<file path="src/rtl/zbt_point_writer_if.sv">
// Bundle between zbt_point_writer and its neighbours: the point lookup
// (index/value), the memory arbiter (allowed), the zbt_6111 wrapper
// (mem_addr/mem_we/mem_write_data) and the run controller (start/busy/done).
//   master : the writer itself
//   slave  : the surrounding system (lookup, arbiter, wrapper, controller)
// With ZBT_WR_VERIFY_EN defined, mem_read_data (wrapper -> writer) and the
// sticky error flag (writer -> system) are added.
interface zbt_point_writer_if #(
  parameter int unsigned INDEX_W = 2
);
  logic               start;
  logic               allowed;
  logic [INDEX_W-1:0] index;
  logic [35:0]        value;
  logic [18:0]        mem_addr;
  logic               mem_we;
  logic [35:0]        mem_write_data;
  logic               busy;
  logic               done;
`ifdef ZBT_WR_VERIFY_EN
  logic [35:0]        mem_read_data;
  logic               error;

  modport master (
    input  start, allowed, value, mem_read_data,
    output index, mem_addr, mem_we, mem_write_data, busy, done, error
  );
  modport slave (
    output start, allowed, value, mem_read_data,
    input  index, mem_addr, mem_we, mem_write_data, busy, done, error
  );
`else
  modport master (
    input  start, allowed, value,
    output index, mem_addr, mem_we, mem_write_data, busy, done
  );
  modport slave (
    output start, allowed, value,
    input  index, mem_addr, mem_we, mem_write_data, busy, done
  );
`endif
endinterface

</file>
<file path="src/rtl/zbt_point_writer.sv">
// zbt_point_writer: walks the point lookup from index 0 to NUM_POINTS-1 and
// writes each returned 36-bit record (x in [17:8], y in [7:0]) to ZBT SRAM at
// BASE_ADDR+index, issuing a write only in cycles where the arbiter grants
// access (allowed=1). addr/we/data are registered and presented together; the
// zbt_6111 wrapper absorbs the ZBT data-pipeline delay.
// Ports:
//   clk, reset : rising-edge clock, synchronous active-high reset
//   bus        : zbt_point_writer_if.master (start, allowed, index, value,
//                mem_addr, mem_we, mem_write_data, busy, done
//                [+ mem_read_data, error])
// Optional feature macro: ZBT_WR_VERIFY_EN -- after the writes, reads every
// record back (data returns 2 cycles after the address) and raises a sticky
// error flag on any mismatch.
module zbt_point_writer #(
  parameter int unsigned NUM_POINTS = 4,
  parameter int unsigned INDEX_W    = 2,
  parameter logic [18:0] BASE_ADDR  = 19'h00000
) (
  input logic              clk,
  input logic              reset,
  zbt_point_writer_if.master bus
);

`ifdef ZBT_WR_VERIFY_EN
  typedef enum logic [2:0] {IDLE, WRITE, VERIFY, DRAIN, DONE} state_t;
`else
  typedef enum logic [1:0] {IDLE, WRITE, DONE} state_t;
`endif

  state_t             state, state_n;
  logic [INDEX_W-1:0] counter;
  logic               last;
  logic               issue_wr;
  logic               issue_rd;

  logic [18:0]        mem_addr_r;
  logic               mem_we_r;
  logic [35:0]        mem_wdata_r;
  logic               busy_r;
  logic               done_r;

`ifdef ZBT_WR_VERIFY_EN
  // exp0 lines up with the read address on the bus; exp2 with the returned data
  logic               v0, v1, v2;
  logic [35:0]        exp0, exp1, exp2;
  logic               error_r;
`endif

  assign last = (counter == INDEX_W'(NUM_POINTS - 1));

  always_comb begin
    state_n  = state;
    issue_wr = 1'b0;
    issue_rd = 1'b0;
    case (state)
      IDLE: begin
        if (bus.start) state_n = WRITE;
      end
      WRITE: begin
        if (bus.allowed) begin
          issue_wr = 1'b1;
`ifdef ZBT_WR_VERIFY_EN
          if (last) state_n = VERIFY;
`else
          if (last) state_n = DONE;
`endif
        end
      end
`ifdef ZBT_WR_VERIFY_EN
      VERIFY: begin
        if (bus.allowed) begin
          issue_rd = 1'b1;
          if (last) state_n = DRAIN;
        end
      end
      DRAIN: begin
        // no reads issue here, so v1 without v0 means the final read is one
        // cycle from its compare; DONE then lines up with that compare
        if (v1 && !v0) state_n = DONE;
      end
`endif
      DONE: begin
        state_n = IDLE;
      end
      default: begin
        state_n = IDLE;
      end
    endcase
  end

  always_ff @(posedge clk) begin
    if (reset) begin
      state       <= IDLE;
      counter     <= '0;
      mem_we_r    <= 1'b0;
      mem_addr_r  <= BASE_ADDR;
      mem_wdata_r <= '0;
      busy_r      <= 1'b0;
      done_r      <= 1'b0;
`ifdef ZBT_WR_VERIFY_EN
      v0      <= 1'b0;
      v1      <= 1'b0;
      v2      <= 1'b0;
      exp0    <= '0;
      exp1    <= '0;
      exp2    <= '0;
      error_r <= 1'b0;
`endif
    end else begin
      state    <= state_n;
      mem_we_r <= issue_wr;
      done_r   <= (state == DONE);
      if (issue_wr || issue_rd) begin
        mem_addr_r <= BASE_ADDR + 19'(counter);
        counter    <= last ? '0 : counter + 1'b1;
      end
      if (issue_wr) mem_wdata_r <= bus.value;
      if (state == IDLE && bus.start) busy_r <= 1'b1;
      else if (state == DONE)         busy_r <= 1'b0;
`ifdef ZBT_WR_VERIFY_EN
      v0 <= issue_rd;
      if (issue_rd) exp0 <= bus.value;
      v1   <= v0;
      exp1 <= exp0;
      v2   <= v1;
      exp2 <= exp1;
      if (state == IDLE && bus.start)              error_r <= 1'b0;
      else if (v2 && (bus.mem_read_data != exp2)) error_r <= 1'b1;
`endif
    end
  end

`ifdef ZBT_WR_VERIFY_EN
  assign bus.index = (state == WRITE || state == VERIFY) ? counter : '0;
  assign bus.error = error_r;
`else
  assign bus.index = (state == WRITE) ? counter : '0;
`endif
  assign bus.mem_addr       = mem_addr_r;
  assign bus.mem_we         = mem_we_r;
  assign bus.mem_write_data = mem_wdata_r;
  assign bus.busy           = busy_r;
  assign bus.done           = done_r;

endmodule

</file>
<file path="src/flat_wrapper.sv">
// flat-port wrapper written by rule: the top's interface ports become plain ports
module zbt_point_writer_flat 
#(
  parameter int unsigned NUM_POINTS = 4,
  parameter int unsigned INDEX_W    = 2,
  parameter logic [18:0] BASE_ADDR  = 19'h00000
)
  (clk, reset, bus_start, bus_allowed, bus_value, bus_index, bus_mem_addr, bus_mem_we, bus_mem_write_data, bus_busy, bus_done);
  zbt_point_writer_if #(.INDEX_W(INDEX_W)) bus_i ();
  input logic clk;
  input logic reset;
  input wire logic [$bits(bus_i.start)-1:0] bus_start;
  input wire logic [$bits(bus_i.allowed)-1:0] bus_allowed;
  input wire logic [$bits(bus_i.value)-1:0] bus_value;
  output wire logic [$bits(bus_i.index)-1:0] bus_index;
  output wire logic [$bits(bus_i.mem_addr)-1:0] bus_mem_addr;
  output wire logic [$bits(bus_i.mem_we)-1:0] bus_mem_we;
  output wire logic [$bits(bus_i.mem_write_data)-1:0] bus_mem_write_data;
  output wire logic [$bits(bus_i.busy)-1:0] bus_busy;
  output wire logic [$bits(bus_i.done)-1:0] bus_done;
  assign bus_i.start = bus_start;
  assign bus_i.allowed = bus_allowed;
  assign bus_i.value = bus_value;
  assign bus_index = bus_i.index;
  assign bus_mem_addr = bus_i.mem_addr;
  assign bus_mem_we = bus_i.mem_we;
  assign bus_mem_write_data = bus_i.mem_write_data;
  assign bus_busy = bus_i.busy;
  assign bus_done = bus_i.done;
  zbt_point_writer #(.NUM_POINTS(NUM_POINTS), .INDEX_W(INDEX_W), .BASE_ADDR(BASE_ADDR)) u_core (.clk(clk), .reset(reset), .bus(bus_i));
endmodule
</file>
<file path="config.mk">
export PLATFORM = sky130hd
export DESIGN_NAME = zbt_point_writer_flat
export DESIGN_NICKNAME = d
export VERILOG_FILES = /design/src/rtl/zbt_point_writer_if.sv /design/src/rtl/zbt_point_writer.sv /design/src/flat_wrapper.sv
export SDC_FILE = /design/constraint.sdc
export NUM_CORES = 1
export LEC_CHECK = 0
export BUFFER_PORTS_ARGS = -buffer_cell sky130_fd_sc_hd__buf_2
export CAP_MARGIN = 20
export CORE_MARGIN = 2
export CORE_UTILIZATION = 50
export CTS_CLUSTER_DIAMETER = 80
export DETAILED_ROUTE_END_ITERATION = 6
export PLACE_DENSITY = 0.85
export SLEW_MARGIN = 20
export SYNTH_ARGS = -nofsm -noshare
export SYNTH_HDL_FRONTEND = slang
export SYNTH_SLANG_ARGS = --single-unit
</file>
<file path="constraint.sdc">
create_clock -name clk -period 3.58 [get_ports clk]
set_clock_uncertainty 0.15 [all_clocks]
set_input_delay 0 -clock clk [delete_from_list [all_inputs] [get_ports clk]]
set_output_delay 0 -clock clk [all_outputs]
set_load 0.02 [all_outputs]
</file>
* Word level (Yosys, flattened, before mapping)
Cells that the tools add are included.
** Storage, ports and cells
- Input port bits :: 40
- Flip-flop bits (word level) :: 45
** Operators by class
- Equal/unequal tests :: 6
- Reduce and logical (&&, ||, !) cells :: 4
- Multiplexer cells :: 10
- Add/sub/neg operators :: 1
** Operator list (count)
- two-way mux 2 bit :: 5
- equality test 2 bit (second input constant) :: 2
- two-way mux 1 bit :: 4
- inequality test 2 bit (second input constant) :: 2
- one-hot mux 2 bit (2 select lines) :: 1
- AND reduction 3 bit :: 1
- adder 2 x 1 -> 2 bit (second input constant) :: 1
- equality test 2 x 1 -> 1 bit (second input constant) :: 1
- zero test 2 bit :: 1
- inequality test 2 x 1 -> 1 bit (second input constant) :: 1
- nonzero test 2 bit :: 1
- logical AND 1 bit :: 1

* Longest topological paths before layout
- Word-level depth :: 4
- Depth in mapped cells :: 5

* Worst setup path before layout
OpenSTA, ideal clock, no wires.
- Path kind :: flip-flop to flip-flop
- Start point :: register u_core.state[0]
- End point :: register u_core.counter[0]
- Stages on the path, launching flop included :: 6
- Slack :: 2.240 ns
- Data arrival time :: 1.118 ns
- Path through :: dfxtp_1 > and3b_1 > clkbuf_1 > buf_6 > buf_12 > mux2i_1
** On the way
- Longest elaborated chain between the ends :: 2
** Ends and longest elaborated chain
- start, declared :: RTL line zbt_point_writer.sv:30 : state_t state, state_n;
- start signal, assigned :: RTL line zbt_point_writer.sv:110 : state <= state_n;
- equality test 2 x 1 -> 1 bit :: RTL line zbt_point_writer.sv:55 : case (state)
- two-way mux 1 bit :: RTL line zbt_point_writer.sv:55
- end signal, assigned :: RTL line zbt_point_writer.sv:115 : counter <= last ? '0 : counter + 1'b1;
- end, declared :: RTL line zbt_point_writer.sv:31 : logic [INDEX_W-1:0] counter;
No other way between the ends.
A chain may end at the register's enable or synchronous reset.

* Worst setup path after layout
- Start point :: register u_core.state[1]
- End point :: register u_core.mem_wdata_r[0], in the netlist u_core.bus.mem_write_data[0]
** On the way
- Longest elaborated chain between the ends :: 2
** Ends and longest elaborated chain
- equality test 2 x 1 -> 1 bit :: RTL line zbt_point_writer.sv:55
- two-way mux 1 bit :: RTL line zbt_point_writer.sv:55
- end signal, assigned :: RTL line zbt_point_writer.sv:117 : if (issue_wr) mem_wdata_r <= bus.value;
- end, declared :: RTL line zbt_point_writer.sv:38 : logic [35:0] mem_wdata_r;
No other way between the ends.

==> impl_metrics.yaml <==
critical_path:
  cp_num_buf_inv: 0
  path_class: "register to register"
  worst_setup_path_start_kind: "register"
  cpMaxStageDelayCell: "and3b_4"
  crit_chain: "and3b_4 > mux2i_1"
  slowest_delay_ns: 0.81
  cp-end-kind: "register"
  arrival_ns: 1.75
  crit_family: "simple AND/OR/NAND/NOR gates"
  critical_path.max_fanout: 38
  required_ns: 3.64
place:
  place_congestion: 0.697
  place_area_sq_mm: 0.00243
  port_buffers: 82
  dp_cells: 327
  post-place-ws_ns: 1.64
  place_hpwl_mm: 2.54
sta:
  fmax_ghz: 0.591
  tightest_slew_ns: 0.960
  post-route-min-period_ns: 1.69
  hold_violations: 0
  setup_tns_ns: 0
  maxSlewHeadroom: 0.360
  drv_slew: 0
  fin_ws_ns: 1.89
  setup_viol_count_final: 0
  fin_crit_sh: 0.473
  rsz0062_at_grt: "no"
clock_tree:
  htree_num_levels: 2
  ctsResizeCount: 0
  root_buffer: "clkbuf_8"
  cts_tree: "done"
  clk_path_buf_depth: 2
  insertion_delay_ns: 0.29
  cts.sinks: 45
  cts_made_buffers: 5
  clk_pin_slew_ns: 0.07
synth:
  avgSynthCellArea_sq_um: 10.1
  netlist-cell-type-count: 18
  syn_area_sq_mm: 0.00212
  ys.warnings.count: 0
  ys_ff_latch: 45
  ys_seq_area_frac: 0.425
  syn_inst: 210
detailed_routing:
  first_pass_iters: 2
  wl_mm: 4.38
  drc: 0
  viasPerCell: 4.62
  ant_nets: 0
  drt_iter0_markers: 78
  post_drt_wl_per_cell_um: 11.8
  dr_total_vias: 1718
floorplanning:
  core_sq_mm: 0.00403
  rows: 23
  die-area_sq_mm: 0.00477
  pin_count: 100
  die-height_um: 69.1
  die-width_um: 69.1
  start_util: 0.526
power_and_ir_drop:
  pwr_density_cell_mw_per_mm2: 356
  p_clk_frac: 0.300
  ir_worst_vdd_uv: 190
  combPwrFrac: 0.183
  internal_power_mw: 0.768
  switching_share: 0.255
  switchingPower_mw: 0.264
  seqPwrFrac: 0.517
  leakage_nw: 1.34
min_path:
  hold_class: "input port to register"
grt:
  grt_pass1_vias: 1712
  grtUsageTotal: 0.186
  grt_max_degree: 84
  grt_pass1_wl_mm: 7.33
  antenna_found_initial: 0
  grt.overflow.total: 0
layout:
  finalNonFillerCells: 372
  final_nets: 363
  fillers: 298
  design_area_sq_mm: 0.00290
  syn_to_final_growth_pct: 36.8
  diodes: 0
  drive_gt1_frac: 0.276
status:
  status: "completed"
flow_run:
  cap_violations: 0
[metal layers]
metal | vias up | routed length, um | track usage
met1 | 783 | 1740 | 0.195
met2 | 65 | 2220 | 0.338
met3 | 12 | 316 | 0.0512
li1 | 858 | - | -
met5 | - | 0 | 0
met4 | 0 | 97 | 0.0915
[metrics by stage]
step	power, mW	util	hold WS [ns]
after floorplan	0.671	-	0.00530
after global placement	0.698	0.603	0.110
after detailed placement	0.701	0.603	0.119
after CTS	1.04	0.719	0.200
after global routing	1.09	0.719	0.309
final	1.03	0.719	0.214
[what timing repair did]
item,in CTS,in global routing
buffers inserted,0,0
hold buffers,38,0
endpoints found under the hold margin,42,0
[placed cells by master, fill, tap and decap left out]
master	n
or3_1	1
clkbuf_8	6
a221oi_1	1
dfxtp_1	45
nand2b_1	78
nor3b_1	4
and3_1	1
nor2_1	2
ha_1	1
clkbuf_1	1
and3b_4	1
dlygate4sd3_1	38
nand3b_1	1
buf_2	82
conb_1	17
inv_1	2
nor4_1	1
mux2i_1	40
[cell families (layout without fill, tap and decap cells)]
kind of cell / Yosys count / in the layout / synth area share
multiplexers: 40 / 40 / 0.189
AO/OA/AOI/OAI: 1 / 1 / 0.00414
buffers and inverters: 33 / 129 / 0.109
other: 1 / 17 / 0.00177
AND/OR/NAND/NOR: 89 / 89 / 0.265
adder cells (fa/ha/maj): 1 / 1 / 0.00591
flip-flops: 45 / 45 / 0.425
[synth_stat cells, drive strengths merged]
master  instances  area [sq um]
buf            21           186
clkbuf         10          37.5
conb            1          3.75
a221oi          1          8.76
nor3b           4          30.0
mux2i          40           400
and3b           1          8.76
nand3b          1          7.51
ha              1          12.5
or3             1          6.26
nand2b         78           488
and3            1          6.26
inv             2          7.51
nor4            1          6.26
dfxtp          45           901
nor2            2          7.51
[area by class of cell]
class                      count  area (sq um)  share of cell area
multi-input combinational    148          1050               0.362
clock buffer                   7          86.3              0.0298
inverter                       2          7.51             0.00259
timing repair buffer         120           791               0.273
sequential                    45           901               0.311
tap                           50          62.6              0.0216
[power groups by stage]
stage	combinational [mW]	clock (mW)	sequential [mW]
2_1_floorplan	0.102	0	0.568
4_1_cts	0.188	0.324	0.534
3_3_place_gp	0.153	0	0.545
3_5_place_dp	0.156	0	0.545
5_1_grt	0.204	0.346	0.537
6_report	0.188	0.310	0.534
[worst paths after layout]
kind                                 startpoint  depth (start not counted)                             to  slack (ns)
hold reg to reg   u_core.bus.mem_write_data[34]                          2  u_core.bus.mem_write_data[34]        0.32
hold / removal                            reset                          2              u_core.bus.mem_we        0.21
setup / recovery                u_core.state[1]                          2   u_core.bus.mem_write_data[0]        1.89
setup reg to reg                u_core.state[1]                          2   u_core.bus.mem_write_data[0]        1.89
[state kept, by name (all words and copies together) (netlist names)]
signal and count:
u_core.state 2, u_core.bus.done 1, u_core.bus.mem_addr 2, u_core.counter 2, u_core.bus.mem_we 1, u_core.bus.busy 1, u_core.bus.mem_write_data 36
Power figures use the tool's default switching activity.
